## src/rtl/button_pkg.sv

```systemverilog
// Shared constants and types for the Mode/Trip button input peripheral.
package button_pkg;

    localparam logic [1:0]  STATUS_ADDR = 2'd0;
    localparam logic [1:0]  LEVEL_ADDR  = 2'd1;
    localparam logic [1:0]  ID_ADDR     = 2'd2;
    localparam logic [31:0] ID_VALUE    = 32'h0000_B077;

    localparam int ST_MODE_SHORT = 0;
    localparam int ST_TRIP_SHORT = 1;
    localparam int ST_MODE_LONG  = 2;
    localparam int ST_TRIP_LONG  = 3;

    typedef enum logic [1:0] {
        IDLE = 2'd0,
        HELD = 2'd1,
        LONG = 2'd2
    } btn_state_t;

endpackage

```

## src/rtl/button_channel.sv

```systemverilog
// One push-button path: 2-flop synchroniser, debouncer and short/long press classifier.
// state | meaning
// IDLE  | button released (debounced)
// HELD  | pressed, hold time still below the long-press threshold
// LONG  | long press already reported, waiting for release
module button_channel
    import button_pkg::*;
#(
    parameter int DEBOUNCE_CYCLES   = 50000,
    parameter int LONG_PRESS_CYCLES = 2000000
) (
    input  logic HCLK,
    input  logic HRESETn,
    input  logic btn_n,
    output logic level,
    output logic short_evt,
    output logic long_evt
);

    localparam int DW = $clog2(DEBOUNCE_CYCLES + 1);
    localparam int HW = $clog2(LONG_PRESS_CYCLES + 1);
    localparam logic [DW-1:0] DEB_LAST  = DW'(DEBOUNCE_CYCLES - 1);
    localparam logic [HW-1:0] HOLD_LAST = HW'(LONG_PRESS_CYCLES - 1);
    localparam logic [HW-1:0] HOLD_MAX  = HW'(LONG_PRESS_CYCLES);

    logic [1:0]    sync_q, sync_d;
    logic          level_q, level_d;
    logic [DW-1:0] deb_cnt_q, deb_cnt_d;
    logic [HW-1:0] hold_q, hold_d;
    btn_state_t    state_q, state_d;
    logic          pressed;

    // Events decode off the next debounced level so status latches on the same edge as the level change.
    always_comb begin
        sync_d    = {sync_q[0], btn_n};
        pressed   = ~sync_q[1];
        level_d   = level_q;
        deb_cnt_d = deb_cnt_q;
        state_d   = state_q;
        hold_d    = hold_q;
        short_evt = 1'b0;
        long_evt  = 1'b0;

        if (pressed == level_q) begin
            deb_cnt_d = '0;
        end else if (deb_cnt_q == DEB_LAST) begin
            level_d   = pressed;
            deb_cnt_d = '0;
        end else begin
            deb_cnt_d = deb_cnt_q + DW'(1);
        end

        case (state_q)
            IDLE: begin
                if (level_d && !level_q) begin
                    state_d = HELD;
                    hold_d  = '0;
                end
            end
            HELD: begin
                if (!level_d) begin
                    state_d   = IDLE;
                    short_evt = 1'b1;
                end else if (hold_q == HOLD_LAST) begin
                    state_d  = LONG;
                    long_evt = 1'b1;
                end else if (hold_q != HOLD_MAX) begin
                    hold_d = hold_q + HW'(1);
                end
            end
            LONG: begin
                if (!level_d) state_d = IDLE;
            end
            default: state_d = IDLE;
        endcase
    end

    always_ff @(posedge HCLK or negedge HRESETn) begin
        if (!HRESETn) begin
            sync_q    <= 2'b11;
            level_q   <= 1'b0;
            deb_cnt_q <= '0;
            hold_q    <= '0;
            state_q   <= IDLE;
        end else begin
            sync_q    <= sync_d;
            level_q   <= level_d;
            deb_cnt_q <= deb_cnt_d;
            hold_q    <= hold_d;
            state_q   <= state_d;
        end
    end

    assign level = level_q;

endmodule

```

## src/rtl/button_manager.sv

```systemverilog
// AHB-Lite read-only slave exposing sticky press events and debounced levels
// for the Mode and Trip buttons.
module button_manager
    import button_pkg::*;
#(
    parameter int DEBOUNCE_CYCLES   = 50000,
    parameter int LONG_PRESS_CYCLES = 2000000
) (
    input  logic        HCLK,
    input  logic        HRESETn,
    input  logic [31:0] HADDR,
    input  logic [31:0] HWDATA,
    input  logic        HWRITE,
    input  logic        HREADY,
    input  logic        HSEL,
    input  logic [2:0]  HSIZE,
    input  logic [1:0]  HTRANS,
    output logic [31:0] HRDATA,
    output logic        HREADYOUT,
    input  logic        nMode,
    input  logic        nTrip
);

    logic       read_q, read_d;
    logic [1:0] addr_q, addr_d;
    logic [3:0] status_q, status_d;
    logic [3:0] status_set;
    logic       rd_clear;
    logic       mode_level, mode_short, mode_long;
    logic       trip_level, trip_short, trip_long;
    logic       unused_bits;

    assign unused_bits = ^{HWDATA, HSIZE, HADDR[31:4], HADDR[1:0]};

    button_channel #(
        .DEBOUNCE_CYCLES  (DEBOUNCE_CYCLES),
        .LONG_PRESS_CYCLES(LONG_PRESS_CYCLES)
    ) u_mode (
        .HCLK     (HCLK),
        .HRESETn  (HRESETn),
        .btn_n    (nMode),
        .level    (mode_level),
        .short_evt(mode_short),
        .long_evt (mode_long)
    );

    button_channel #(
        .DEBOUNCE_CYCLES  (DEBOUNCE_CYCLES),
        .LONG_PRESS_CYCLES(LONG_PRESS_CYCLES)
    ) u_trip (
        .HCLK     (HCLK),
        .HRESETn  (HRESETn),
        .btn_n    (nTrip),
        .level    (trip_level),
        .short_evt(trip_short),
        .long_evt (trip_long)
    );

    // A new event on the clearing edge is OR'd in after the clear, so it is never lost.
    always_comb begin
        read_d = 1'b0;
        addr_d = 2'b00;
        if (HSEL && HREADY && (HTRANS != 2'b00)) begin
            read_d = !HWRITE;
            addr_d = HADDR[3:2];
        end

        status_set                = '0;
        status_set[ST_MODE_SHORT] = mode_short;
        status_set[ST_TRIP_SHORT] = trip_short;
        status_set[ST_MODE_LONG]  = mode_long;
        status_set[ST_TRIP_LONG]  = trip_long;

        rd_clear = read_q && HREADY && (addr_q == STATUS_ADDR);
        status_d = (rd_clear ? 4'b0000 : status_q) | status_set;

        HRDATA = 32'h0;
        if (read_q) begin
            case (addr_q)
                STATUS_ADDR: HRDATA = {28'h0, status_q};
                LEVEL_ADDR:  HRDATA = {30'h0, trip_level, mode_level};
                ID_ADDR:     HRDATA = ID_VALUE;
                default:     HRDATA = 32'h0;
            endcase
        end
    end

    always_ff @(posedge HCLK or negedge HRESETn) begin
        if (!HRESETn) begin
            read_q   <= 1'b0;
            addr_q   <= 2'b00;
            status_q <= 4'b0000;
        end else begin
            read_q   <= read_d;
            addr_q   <= addr_d;
            status_q <= status_d;
        end
    end

    assign HREADYOUT = 1'b1;

endmodule

```

## config.mk

```make
export PLATFORM = sky130hd
export DESIGN_NAME = button_manager
export DESIGN_NICKNAME = d
export VERILOG_FILES = /design/src/rtl/button_pkg.sv /design/src/rtl/button_channel.sv /design/src/rtl/button_manager.sv
export SDC_FILE = /design/constraint.sdc
export NUM_CORES = 1
export LEC_CHECK = 0
export BUFFER_PORTS_ARGS = -buffer_cell sky130_fd_sc_hd__buf_2
export CORE_ASPECT_RATIO = 1.4
export CORE_UTILIZATION = 50
export DETAILED_ROUTE_END_ITERATION = 7
export HOLD_SLACK_MARGIN = 0.03
export PLACE_DENSITY = 0.82
export SLEW_MARGIN = 40
export SYNTH_ARGS = -nofsm -noshare
export SYNTH_HDL_FRONTEND = slang
export SYNTH_SLANG_ARGS = --single-unit
```

## constraint.sdc

```tcl
create_clock -name HCLK -period 2.96 [get_ports HCLK]
set_clock_uncertainty 0.15 [all_clocks]
set_input_delay 0 -clock HCLK [delete_from_list [all_inputs] [get_ports HCLK]]
set_output_delay 0 -clock HCLK [all_outputs]
set_load 0.02 [all_outputs]
```

==> results of run 1 <==
[synthesized netlist by cell type, types with 2 or more instances]
| cell | number |
|---|---|
| sky130_fd_sc_hd__dfrtp_1 | 87 |
| sky130_fd_sc_hd__o21a_1 | 3 |
| sky130_fd_sc_hd__nand4b_1 | 2 |
| sky130_fd_sc_hd__a21boi_1 | 2 |
| sky130_fd_sc_hd__o41ai_1 | 5 |
| sky130_fd_sc_hd__and4_1 | 5 |
| sky130_fd_sc_hd__ha_1 | 6 |
| sky130_fd_sc_hd__conb_1 | 2 |
| sky130_fd_sc_hd__clkbuf_1 | 16 |
| sky130_fd_sc_hd__dfstp_2 | 4 |
| sky130_fd_sc_hd__xor2_1 | 17 |
| sky130_fd_sc_hd__o31ai_1 | 17 |
| sky130_fd_sc_hd__buf_4 | 28 |
| sky130_fd_sc_hd__inv_1 | 13 |
| sky130_fd_sc_hd__nor2_1 | 60 |
| sky130_fd_sc_hd__o211a_1 | 2 |
| sky130_fd_sc_hd__nand3_1 | 38 |
| sky130_fd_sc_hd__or3_1 | 4 |
| sky130_fd_sc_hd__and4b_1 | 2 |
| sky130_fd_sc_hd__a31oi_1 | 15 |
| sky130_fd_sc_hd__nand2_1 | 44 |
| sky130_fd_sc_hd__nor2b_1 | 5 |
| sky130_fd_sc_hd__o21ai_0 | 21 |
| sky130_fd_sc_hd__buf_2 | 3 |
| sky130_fd_sc_hd__or2_1 | 2 |
| sky130_fd_sc_hd__o21ai_1 | 26 |
| sky130_fd_sc_hd__nor4_1 | 8 |
| sky130_fd_sc_hd__or4_1 | 3 |
| sky130_fd_sc_hd__o22a_1 | 4 |
| sky130_fd_sc_hd__a21oi_1 | 14 |
| sky130_fd_sc_hd__nand2b_1 | 8 |
| sky130_fd_sc_hd__mux2i_1 | 4 |
| sky130_fd_sc_hd__nand4_1 | 12 |
| sky130_fd_sc_hd__xnor2_1 | 12 |
| sky130_fd_sc_hd__and3_1 | 15 |
| sky130_fd_sc_hd__and2_1 | 9 |
| sky130_fd_sc_hd__nor3_1 | 6 |
| sky130_fd_sc_hd__nor4bb_1 | 4 |
[routing by layer]
| metal | vias up | track usage (%) | wire length (um) |
|---|---|---|---|
| li1 | 1928 | - | - |
| met1 | 1994 | 28.0 | 4440 |
| met2 | 160 | 37.6 | 5510 |
| met3 | 35 | 3.26 | 441 |
| met4 | 0 | 12.4 | 317 |
| met5 | - | 0 | 0 |
[power by group through the flow]
stage	combinational (mW)	clock [mW]	sequential (mW)
after floorplan	0.0812	0	1.30
after global placement	0.0983	0	1.30
after detailed placement	0.102	0	1.30
after CTS	0.112	1.10	1.28
after global routing	0.125	1.14	1.28
final	0.110	1.09	1.28
[state kept, by name, indices dropped and copies added, names as in the netlist]
| name | cells |
|---|---|
| addr_q | 2 |
| u_trip.sync_q | 2 |
| status_q | 4 |
| u_mode.deb_cnt_q | 16 |
| u_trip.hold_q | 21 |
| u_mode.hold_q | 21 |
| u_mode.sync_q | 2 |
| u_trip.deb_cnt_q | 16 |
| u_mode.state_q | 2 |
| u_mode.level | 1 |
| read_q | 1 |
| u_trip.state_q | 2 |
| u_trip.level | 1 |
[cells by family after synthesis]
logic type | Yosys count
simple gates | 233
compound gates | 115
flops | 91
buf+inv | 60
xor+xnor | 29
fa+ha+maj | 6
mux | 4
other cells | 2
[worst reg2reg max path: stages, from the launching register on]
cell                       delay (ns)
sky130_fd_sc_hd__dfrtp_1         0.43
sky130_fd_sc_hd__nor4bb_1        0.44
sky130_fd_sc_hd__nand4_2         0.21
sky130_fd_sc_hd__mux2i_1         0.24
sky130_fd_sc_hd__or4_1           0.59
sky130_fd_sc_hd__or4_4           0.44
sky130_fd_sc_hd__o31ai_2         0.18
[final cells by class]
cell class	instances	area [um2]	share of cell area, %
clock buffer	11	243	4.44
tap	132	165	3.02
multi-input combinational	410	2390	43.6
timing repair buffer	43	304	5.56
clock inverter	5	37.5	0.687
sequential	91	2280	41.7
inverter	13	48.8	0.893
[final timing paths]
path | startpoint | end | slack (ns) | cells after the start
max | u_mode.deb_cnt_q[4]$_DFF_PN0_ | u_mode.hold_q[19]$_DFFE_PN0P_ | 0.21 | 6
min | HRESETn | u_trip.hold_q[19]$_DFFE_PN0P_ | 0.08 | 2
max reg2reg | u_mode.deb_cnt_q[4]$_DFF_PN0_ | u_mode.hold_q[19]$_DFFE_PN0P_ | 0.21 | 6
min reg2reg | u_trip.sync_q[0]$_DFF_PN1_ | u_trip.sync_q[1]$_DFF_PN1_ | 0.21 | 0
max in group asynchronous | HRESETn | u_mode.sync_q[0]$_DFF_PN1_ | 1.85 | 3
min in group HCLK | nTrip | u_trip.sync_q[0]$_DFF_PN1_ | 0.15 | 2
[timing repair]
action	4_1_cts	5_1_grt
hold buffers	10	0
gates resized for setup	0	1
setup endpoints to repair	0	2
hold endpoints to repair	74	0
==> summary.md, run 1 <==
| Metric | Value |
|---|---|
| Max-capacitance violation count | 0 |
| Final count of hold timing violations | 0 |
| CTS max path bufs | 2 |
| Non-filler instance count after layout | 705 |
| Number of sinks on the clock net | 91 |
| Top-area cell type share of the netlist area | 44.3% |
| Placed cells | 679 |
| Critical path cell sequence | nor4bb_1 > nand4_2 > mux2i_1 > or4_1 > or4_4 > o31ai_2 |
| Worst path slowest cell | sky130_fd_sc_hd__or4_1 |
| Post-synthesis sequential area ratio | 46.4% |
| Final Cell Area | 5470 um2 |
| Worst rel slew slack | 57.4% |
| Reported leakage power | 2.39 nW |
| Boundary Pins | 109 |
| Gate family responsible for the most delay along the worst path | simple AND/OR/NAND/NOR gates |
| Register share of total power | 51.6% |
| Unrepaired setup endpoints after global routing | no |
| Placeable Area | 9510 um2 |
| Fraction of synthesis flops using an asynchronous set or reset pin | 100% |
| Die width | 85.8 um |
| Synth top area cells | sky130_fd_sc_hd__dfrtp_1, sky130_fd_sc_hd__nor2_1, sky130_fd_sc_hd__buf_4 |
| Fraction of layout cells with a size suffix above 1 | 10.1% |
| Number of rows created at floorplan | 42 |
| Simple-gate share of the synthesized area | 24.5% |
| Post-placement setup slack | 0.176 ns |
| Peak VDD IR | 272 uV |
| Drt drc | 0 |
| Instance area after placement | 5080 um2 |
| Estimated wirelength of the detail-placed design | 7410 um |
| Required @ worst endpoint | 3.07 ns |
| Area growth syn-to-layout | 11.1% |
| Main combinational cell family by area after synthesis | simple AND/OR/NAND/NOR gates |
| Hold Slack | 0.0819 ns |
| Combinational fraction of design power | 4.5% |
| Number of synthesized flops with an enable pin | 0 |
| GR Util All Layers | 22.6% |
| Summed instance area of the synthesized netlist | 4920 um2 |
| Synth Instances | 540 |
| Worst skew pair latency | 0.34 ns |
| Number of filler instances in the final layout | 836 |
| CTS Buf Count | 9 |
| Via count of the first global-routing pass | 3981 |
| CP endpoint kind | flop |
| Hold WC Path Type | in -> async |
| GPL Wtd Cong | 0.908 |
| Vias per cell | 5.84 |
| Buffers inserted by post-CTS timing repair | 0 |
| Length of the first detailed-routing pass in iterations | 5 |
| Largest driver fanout on the critical path | 5 |
| Clock tree from TritonCTS | yes |
| Starting DRC count in detailed routing | 304 |
| Arrival time at the worst endpoint | 2.86 ns |
| Post-synthesis area per instance | 9.11 um2 |
| Number of levels in the clock H-tree | 3 |
| Largest net degree at the start of global routing | 70 |
| Antenna fix cells | 0 |
| Grt ovf | 0 |
| Area fraction in compound gates after synthesis | 14.7% |
| Total number of vias | 4117 |
| Antenna violations before repair | 0 |
| Post-synthesis cell type count | 50 |
| Final worst-path setup slack | 0.207 ns |
| Die footprint | 10200 um2 |
| Switching power | 586 uW |
| Quantity of I/O buffers inserted on ports | 20 |
| Clock group share of total power | 43.9% |
| Synth area leader | sky130_fd_sc_hd__dfrtp_1 |
| Xor/xnor share of the synthesized area | 5.16% |
| Number of buffers and inverters on the critical path | 0 |
| Worst Tran Pin Value | 0.633 ns |
| Count of nets left with antenna violations after detail routing | 0 |
| Power Dens Cells | 453 nW/um2 |
| Starting utilization of the core area | 51.7% |
| Slew Viols, Final | 0 |
| Total detailed-routing wirelength | 10700 um |
| Number of synthesized register bits | 91 |
| Worst stage delay on the critical path | 0.59 ns |
| Top library cells by usage in the layout, fill and taps aside | sky130_fd_sc_hd__dfrtp_1, sky130_fd_sc_hd__nor2_1, sky130_fd_sc_hd__nand2_1 |
| Mux share of post-synthesis cell area | 0.814% |
| Primary flip-flop cell chosen by synthesis mapping | sky130_fd_sc_hd__dfrtp_1 |
| Commonest non-fill, non-tap cell in the layout | sky130_fd_sc_hd__dfrtp_1 |
| Clock Tree Root | sky130_fd_sc_hd__clkbuf_16 |
| First-pass GRT wire length | 18300 um |
| Setup Crit Path Kind | reg -> reg |
| Switching Share | 23.6% |
| Height of the die | 119 um |
| Fraction of the cycle the final worst path needs | 93.0% |
| Pint | 1.89 mW |
| Ys Warns | 0 |
| Number of nets in the finished design | 650 |
| Number of endpoints failing setup at the final stage | 0 |
| Highest clock frequency the design can meet | 0.363 GHz |
| Sort of element at the start of the critical path | flop |
| Final core area utilization | 57.5% |
| Run status | complete, no violations |
| Wire length per cell after detailed routing | 15.2 um |
| Total power | 2.48 mW |
| Final critical delay including setup and external delays | 2.75 ns |
| Summed negative setup slack over all endpoints | 0 ns |
| Clock input transition at the sequential cells of the worst setup and hold paths | 0.06 ns |
| Adder-Cell Fraction of Synth Area | 1.53% |
Note: power is estimated with default switching activity, not from simulation.
==> run 2, diff against run 1 <==
--- a/config.mk
+++ b/config.mk
@@ -5,12 +5,13 @@
 export SDC_FILE = /design/constraint.sdc
 export NUM_CORES = 1
 export LEC_CHECK = 0
+export ABC_AREA = 1
 export BUFFER_PORTS_ARGS = -buffer_cell sky130_fd_sc_hd__buf_2
 export CORE_ASPECT_RATIO = 1.4
 export CORE_UTILIZATION = 50
 export DETAILED_ROUTE_END_ITERATION = 7
 export HOLD_SLACK_MARGIN = 0.03
-export PLACE_DENSITY = 0.82
+export PLACE_DENSITY = 0.81
 export SLEW_MARGIN = 40
 export SYNTH_ARGS = -nofsm -noshare
 export SYNTH_HDL_FRONTEND = slang
==> run 2 against run 1 <==
Worst setup slack better by 0.52 ns. Critical path depth up 5. Register-to-register slack better by 0.52 ns. Combinational power up 5%. Sequential power about the same. First-iteration DRC count down 14%. Count of clock-buffer cells in the layout unchanged. Maximum frequency up 23%. Sequential share of layout area down 6.1 points. Wire length up 16%. Non-clock buffer count down 7. Critical path type unchanged. Critical endpoint is now u_trip.hold_q[8]$_DFFE_PN0P_. Largest cell class unchanged. Highest routed layer unchanged.
==> summary.md, run 2 <==
| Metric | Value |
|---|---|
| Primary flip-flop cell chosen by synthesis mapping | sky130_fd_sc_hd__dfrtp_1 |
| Number of nets in the finished design | 944 |
| Peak VDD IR | 264 uV |
| Fraction of layout cells with a size suffix above 1 | 9.80% |
| Number of synthesized flops with an enable pin | 0 |
| Number of synthesized register bits | 91 |
| Fraction of synthesis flops using an asynchronous set or reset pin | 100% |
| Commonest non-fill, non-tap cell in the layout | sky130_fd_sc_hd__nand2_1 |
| Estimated wirelength of the detail-placed design | 8720 um |
| Die footprint | 12300 um2 |
| Instance area after placement | 5990 um2 |
| Number of levels in the clock H-tree | 3 |
| Vias per cell | 5.09 |
| Grt ovf | 0 |
| Starting DRC count in detailed routing | 260 |
| Top library cells by usage in the layout, fill and taps aside | sky130_fd_sc_hd__nand2_1, sky130_fd_sc_hd__nor2_1, sky130_fd_sc_hd__inv_1, sky130_fd_sc_hd__dfrtp_1, sky130_fd_sc_hd__nand3_1 |
| Worst Tran Pin Value | 0.681 ns |
| Via count of the first global-routing pass | 4766 |
| Hold WC Path Type | in -> async |
| Number of sinks on the clock net | 91 |
| CP endpoint kind | flop |
| Final count of hold timing violations | 0 |
| First-pass GRT wire length | 21300 um |
| Post-synthesis cell type count | 40 |
| CTS max path bufs | 2 |
| Ys Warns | 0 |
| Sort of element at the start of the critical path | flop |
| Number of filler instances in the final layout | 1072 |
| CTS Buf Count | 9 |
| Arrival time at the worst endpoint | 2.37 ns |
| Count of nets left with antenna violations after detail routing | 0 |
| Starting utilization of the core area | 51.9% |
| Placeable Area | 11400 um2 |
| Post-synthesis area per instance | 7.03 um2 |
| Setup Crit Path Kind | reg -> reg |
| Final Cell Area | 6400 um2 |
| Antenna fix cells | 0 |
| Total detailed-routing wirelength | 12400 um |
| Unrepaired setup endpoints after global routing | no |
| Antenna violations before repair | 0 |
| Quantity of I/O buffers inserted on ports | 20 |
| Most common cell in the synthesized netlist | sky130_fd_sc_hd__nand2_1 |
| Synth top area cells | sky130_fd_sc_hd__dfrtp_1, sky130_fd_sc_hd__nand2_1, sky130_fd_sc_hd__nor2_1 |
| Height of the die | 131 um |
| Drt drc | 0 |
| Post-synthesis sequential area ratio | 38.6% |
| Worst rel slew slack | 54.5% |
| Synth Instances | 841 |
| Worst skew pair latency | 0.35 ns |
| Multi-input gate area in the final layout | 3040 um2 |
| Slew Viols, Final | 0 |
| Highest clock frequency the design can meet | 0.447 GHz |
| Clock Tree Root | sky130_fd_sc_hd__clkbuf_16 |
| Clock input transition at the sequential cells of the worst setup and hold paths | 0.06 ns |
| Top cells by instance count after synthesis | sky130_fd_sc_hd__nand2_1, sky130_fd_sc_hd__nor2_1, sky130_fd_sc_hd__dfrtp_1, sky130_fd_sc_hd__inv_1 |
| Die width | 93.9 um |
| Registers with the most flip-flops | u_mode.hold_q x21, u_trip.hold_q x21 |
| Power Dens Cells | 400 nW/um2 |
| Fraction of the cycle the final worst path needs | 75.5% |
| Number of endpoints failing setup at the final stage | 0 |
| Summed instance area of the synthesized netlist | 5910 um2 |
| Top-area cell type share of the netlist area | 36.8% |
| Clock tree from TritonCTS | yes |
| Resize count post-CTS | 0 |
| Synth area leader | sky130_fd_sc_hd__dfrtp_1 |
| Run status | complete, no violations |
| GR Util All Layers | 22.0% |
| Area growth syn-to-layout | 8.19% |
| Final critical delay including setup and external delays | 2.23 ns |
| Register area | 2280 um2 |
| GPL Wtd Cong | 0.884 |
| Required @ worst endpoint | 3.09 ns |
| Reported leakage power | 2.86 nW |
| Number of rows created at floorplan | 46 |
| Largest net degree at the start of global routing | 67 |
| Wire length per cell after detailed routing | 12.2 um |
| Summed negative setup slack over all endpoints | 0 ns |
| Length of the first detailed-routing pass in iterations | 5 |
| Largest driver fanout on the critical path | 21 |
| Total number of vias | 5150 |
| Max-capacitance violation count | 0 |
| Boundary Pins | 109 |
run 2: changes by cell type after synthesis, moves of 11 or more:
| cell | change |
|---|---|
| sky130_fd_sc_hd__nand2_1 | +181 |
| sky130_fd_sc_hd__o31ai_1 | -16 |
| sky130_fd_sc_hd__clkbuf_1 | -11 |
| sky130_fd_sc_hd__nor3_1 | +13 |
| sky130_fd_sc_hd__and3_1 | -12 |
| sky130_fd_sc_hd__nand2_2 | +16 |
| sky130_fd_sc_hd__inv_1 | +74 |
| sky130_fd_sc_hd__nor2_1 | +91 |
| sky130_fd_sc_hd__a31oi_1 | -13 |
| sky130_fd_sc_hd__o21bai_1 | +24 |
run 2: cell families after synthesis:
logic type | synth area share (%)
buffers and inverters | 11.3
XOR/XNOR | 3.41
other | 0.127
AO/OA/AOI/OAI | 9.29
adder cells (fa/ha/maj) | 1.27
flip-flops | 38.6
AND/OR/NAND/NOR | 36.0
run 2: worst paths after layout:
kind	depth (start not counted)	start	slack, ns	endpoint
min in group HCLK	2	nTrip	0.14	u_trip.sync_q[0]$_DFF_PN1_
max in group asynchronous	3	HRESETn	1.93	u_mode.hold_q[15]$_DFFE_PN0P_
worst min-delay path	2	HRESETn	0.05	u_trip.hold_q[7]$_DFFE_PN0P_
worst min register to register	0	u_trip.sync_q[0]$_DFF_PN1_	0.21	u_trip.sync_q[1]$_DFF_PN1_
worst max register to register	11	u_trip.hold_q[0]$_DFFE_PN0P_	0.73	u_trip.hold_q[8]$_DFFE_PN0P_
worst max-delay path	11	u_trip.hold_q[0]$_DFFE_PN0P_	0.73	u_trip.hold_q[8]$_DFFE_PN0P_
run 2: metrics by stage:
step / instances / hold WS (ns) / setup WS, ns / utilization, % / power [mW]
detailed placement: 985 / -0.0436 / 0.750 / 52.6 / 1.41
finish: 1011 / 0.0548 / 0.725 / 56.1 / 2.56
floorplan: 862 / -0.446 / 1.16 / - / 1.38
global route: 1011 / 0.142 / 0.529 / 56.1 / 2.66
CTS: 1011 / 0.131 / 0.712 / 56.1 / 2.59
global placement: 985 / -0.0447 / 0.782 / 52.6 / 1.40
run 2: area by class of cell:
cell class	count	share of cell area, %
multi-input combinational	634	47.6
sequential	91	35.7
inverter	90	5.28
timing repair buffer	36	3.93
clock buffer	11	3.79
tap	144	2.82
clock inverter	5	0.939
run 2: per-layer routing:
layer,part of all wire (%),vias up,track usage (%),routed length [um]
met1,43,2391,26.3,5330
li1,-,2639,-,-
met2,52,95,39.2,6400
met3,2.9,25,3.24,362
met4,2.3,0,9.50,279
met5,0,-,0,0
run 2: what timing repair did:
action / in CTS / in global routing
hold buffers: 10 / 0
setup buffers: 0 / 0
hold endpoints to repair: 70 / 0
run 2: report_power, final:
group          switching (mW)  internal [mW]  total [mW]
logic                  0.0834         0.0322       0.116
registers              0.0112           1.27        1.28
clock network           0.487          0.682        1.17
total                   0.582           1.98        2.56
run 2: critical path, cell delays in order (launching register included):
cell	delay (ns)
sky130_fd_sc_hd__dfrtp_1	0.47
sky130_fd_sc_hd__inv_1	0.13
sky130_fd_sc_hd__ha_1	0.21
sky130_fd_sc_hd__nand3_1	0.09
sky130_fd_sc_hd__nor2_1	0.05
sky130_fd_sc_hd__nand2_1	0.07
sky130_fd_sc_hd__nor2_1	0.05
sky130_fd_sc_hd__nor2_1	0.11
sky130_fd_sc_hd__nand2_2	0.17
sky130_fd_sc_hd__nor2_4	0.46
sky130_fd_sc_hd__nand2_1	0.12
sky130_fd_sc_hd__nand2_1	0.09
==> run 3, diff against run 2 <==
--- a/config.mk
+++ b/config.mk
@@ -5,13 +5,13 @@
 export SDC_FILE = /design/constraint.sdc
 export NUM_CORES = 1
 export LEC_CHECK = 0
-export ABC_AREA = 1
+export ABC_AREA = 0
 export BUFFER_PORTS_ARGS = -buffer_cell sky130_fd_sc_hd__buf_2
 export CORE_ASPECT_RATIO = 1.4
 export CORE_UTILIZATION = 50
 export DETAILED_ROUTE_END_ITERATION = 7
 export HOLD_SLACK_MARGIN = 0.03
-export PLACE_DENSITY = 0.81
+export PLACE_DENSITY = 0.82
 export SLEW_MARGIN = 40
 export SYNTH_ARGS = -nofsm -noshare
 export SYNTH_HDL_FRONTEND = slang
==> constraint.sdc (replaced) <==
create_clock -name HCLK -period 2.3 [get_ports HCLK]
set_clock_uncertainty 0.15 [all_clocks]
set_input_delay 0 -clock HCLK [delete_from_list [all_inputs] [get_ports HCLK]]
set_output_delay 0 -clock HCLK [all_outputs]
set_load 0.02 [all_outputs]
==> run 3 against run 2 <==
The run now ends with negative setup slack left. Sequential share of layout area is 0.077 points lower. Combinational power is 33% higher. Worst setup slack worse by 1.0 ns. First-iteration DRC count is 89% higher. Global-route usage is 3.3 points higher. Sequential cell count stayed put. Non-clock buffer count is 72 higher. Sequential power is 29% higher. Via count is 9.8% lower. Critical endpoint is now u_mode.hold_q[19]$_DFFE_PN0P_.
==> summary.md, run 3 (synthesized netlist as in run 1, its figures left out) <==
| Metric | Value |
|---|---|
| Run status | complete, but fails checks |
| Failing checks | negative setup slack |
| GPL Wtd Cong | 0.903 |
| Peak VDD IR | 422 uV |
| CTS Buf Count | 9 |
| Boundary Pins | 109 |
| Arrival time at the worst endpoint | 2.68 ns |
| Sort of element at the start of the critical path | flop |
| Registers with the most flip-flops | u_mode.hold_q x21, u_trip.hold_q x21 |
| Total detailed-routing wirelength | 13600 um |
| Summed negative setup slack over all endpoints | -2.74 ns |
| Number of levels in the clock H-tree | 3 |
| Placed cells | 729 |
| Number of filler instances in the final layout | 660 |
| Quantity of I/O buffers inserted on ports | 20 |
| Die footprint | 10200 um2 |
| First-pass GRT wire length | 20400 um |
| Required @ worst endpoint | 2.40 ns |
| Hold WC Path Type | in -> async |
| Number of nets in the finished design | 715 |
| GR Util All Layers | 25.3% |
| Wire length per cell after detailed routing | 17.6 um |
| Grt ovf | 0 |
| Worst rel slew slack | 58.6% |
| Starting utilization of the core area | 51.7% |
| Startpoint of the most critical setup path | u_mode.deb_cnt_q[5]$_DFF_PN0_ |
| Clock Tree Root | sky130_fd_sc_hd__clkbuf_16 |
| Destination of the critical timing path | u_mode.hold_q[19]$_DFFE_PN0P_ |
| Height of the die | 119 um |
| Cell depth of the worst flop-to-flop path | 6 |
| Clock tree from TritonCTS | yes |
| Unrepaired setup endpoints after global routing | yes |
| Setup Crit Path Kind | reg -> reg |
| Worst skew pair latency | 0.35 ns |
| Critical R2R Launch | u_mode.deb_cnt_q[5]$_DFF_PN0_ |
| Drt drc | 0 |
| Max-capacitance violation count | 0 |
| Vias per cell | 6.04 |
| Placeable Area | 9510 um2 |
| Largest driver fanout on the critical path | 3 |
| Highest clock frequency the design can meet | 0.387 GHz |
| Commonest non-fill, non-tap cell in the layout | sky130_fd_sc_hd__dfrtp_1 |
| RR Endpoint | u_mode.hold_q[19]$_DFFE_PN0P_ |
| Antenna violations before repair | 0 |
| Number of sinks on the clock net | 91 |
| Number of endpoints failing setup at the final stage | 24 |
| Total number of vias | 4647 |
| Final worst-path setup slack | -0.284 ns |
| Fraction of the cycle the final worst path needs | 112% |
| Starting DRC count in detailed routing | 491 |
| Reported leakage power | 2.87 nW |
| Length of the first detailed-routing pass in iterations | 6 |
| Via count of the first global-routing pass | 4465 |
| Count of nets left with antenna violations after detail routing | 0 |
| Area growth syn-to-layout | 30.3% |
| Estimated wirelength of the detail-placed design | 7670 um |
| CTS max path bufs | 2 |
| Fraction of layout cells with a size suffix above 1 | 27.1% |
| Final count of hold timing violations | 0 |
| Power Dens Cells | 496 nW/um2 |
| Worst-case register-to-register setup slack | -0.28 ns |
| Largest net degree at the start of global routing | 47 |
| Antenna fix cells | 0 |
| Number of rows created at floorplan | 42 |
| Top library cells by usage in the layout, fill and taps aside | sky130_fd_sc_hd__dfrtp_1, sky130_fd_sc_hd__buf_4, sky130_fd_sc_hd__nor2_1 |
| CP endpoint kind | flop |
| Die width | 85.8 um |
| Slew Viols, Final | 0 |
| Non-filler instance count after layout | 770 |
| Clock input transition at the sequential cells of the worst setup and hold paths | 0.06 ns |
| Final critical delay including setup and external delays | 2.58 ns |
| Worst Tran Pin Value | 0.621 ns |
| Post-placement setup slack | -0.278 ns |
[run 3: cell types whose count changed in the layout (fill, tap and decap cells not counted), moves of 12 or more]
cell / change
sky130_fd_sc_hd__a31oi_1: +12
sky130_fd_sc_hd__nor2_1: -92
sky130_fd_sc_hd__buf_4: +58
sky130_fd_sc_hd__o21bai_1: -24
sky130_fd_sc_hd__inv_1: -74
sky130_fd_sc_hd__nor3_1: -16
sky130_fd_sc_hd__nand2_1: -182
sky130_fd_sc_hd__nand2_2: -15
[run 3: metrics by stage]
step           util [%]  area, um2  power [mW]  hold slack (ns)
2_1_floorplan         -       5060        1.78           -0.446
3_3_place_gp       58.2       5530        1.81           -0.108
3_5_place_dp       58.2       5530        1.82          -0.0973
4_1_cts            64.2       6100        3.18           0.0779
5_1_grt            67.4       6410        3.28            0.123
6_report           67.4       6410        3.18           0.0563
[run 3: critical path: stages, from the launching register on]
cell,delay (ns)
sky130_fd_sc_hd__dfrtp_1,0.42
sky130_fd_sc_hd__nor4bb_4,0.35
sky130_fd_sc_hd__nand4_2,0.21
sky130_fd_sc_hd__mux2i_2,0.21
sky130_fd_sc_hd__or4_4,0.53
sky130_fd_sc_hd__or4_4,0.44
sky130_fd_sc_hd__o31ai_2,0.19
[run 3: what timing repair did]
action | in CTS | in global routing
endpoints found under the setup margin | 34 | 42
hold endpoints to repair | 98 | 0
pin swaps | 12 | 24
setup buffers | 5 | 10
resized for setup | 31 | 46
hold buffers | 10 | 0
[run 3: worst min path at each step]
stage	startpoint	to	slack [ns]	depth (start not counted)
floorplan	HRESETn	addr_q[0]$_DFF_PN0_	-0.45	0
global placement	HRESETn	u_mode.hold_q[6]$_DFFE_PN0P_	-0.11	1
detailed placement	HRESETn	u_mode.hold_q[4]$_DFFE_PN0P_	-0.1	1
CTS	HRESETn	u_mode.hold_q[4]$_DFFE_PN0P_	0.08	2
global route	HRESETn	u_mode.hold_q[6]$_DFFE_PN0P_	0.12	2
finish	HRESETn	u_mode.hold_q[9]$_DFFE_PN0P_	0.06	2
[run 3: layout make-up]
cell class	count	area, um2	area share [%]
well taps	132	165	2.58
clock buffers	10	229	3.57
flip-flops and latches	91	2280	35.6
repair buffers	108	870	13.6
inverters	13	48.8	0.761
multi-input cells	410	2770	43.3
clock inverters	6	42.5	0.664
[run 3: power breakdown]
| part | switching [mW] | internal (mW) |
|---|---|---|
| clock network | 0.641 | 0.732 |
| logic | 0.106 | 0.0477 |
| registers | 0.0212 | 1.63 |
| total | 0.768 | 2.41 |
[run 3: layer usage]
| metal | share of wire (%) | global-route usage (%) | vias up |
|---|---|---|---|
| met5 | 0 | 0 | - |
| met4 | 4.3 | 13.4 | 0 |
| met3 | 6.0 | 3.88 | 61 |
| met2 | 51 | 42.9 | 237 |
| met1 | 39 | 30.9 | 2275 |
| li1 | - | - | 2074 |
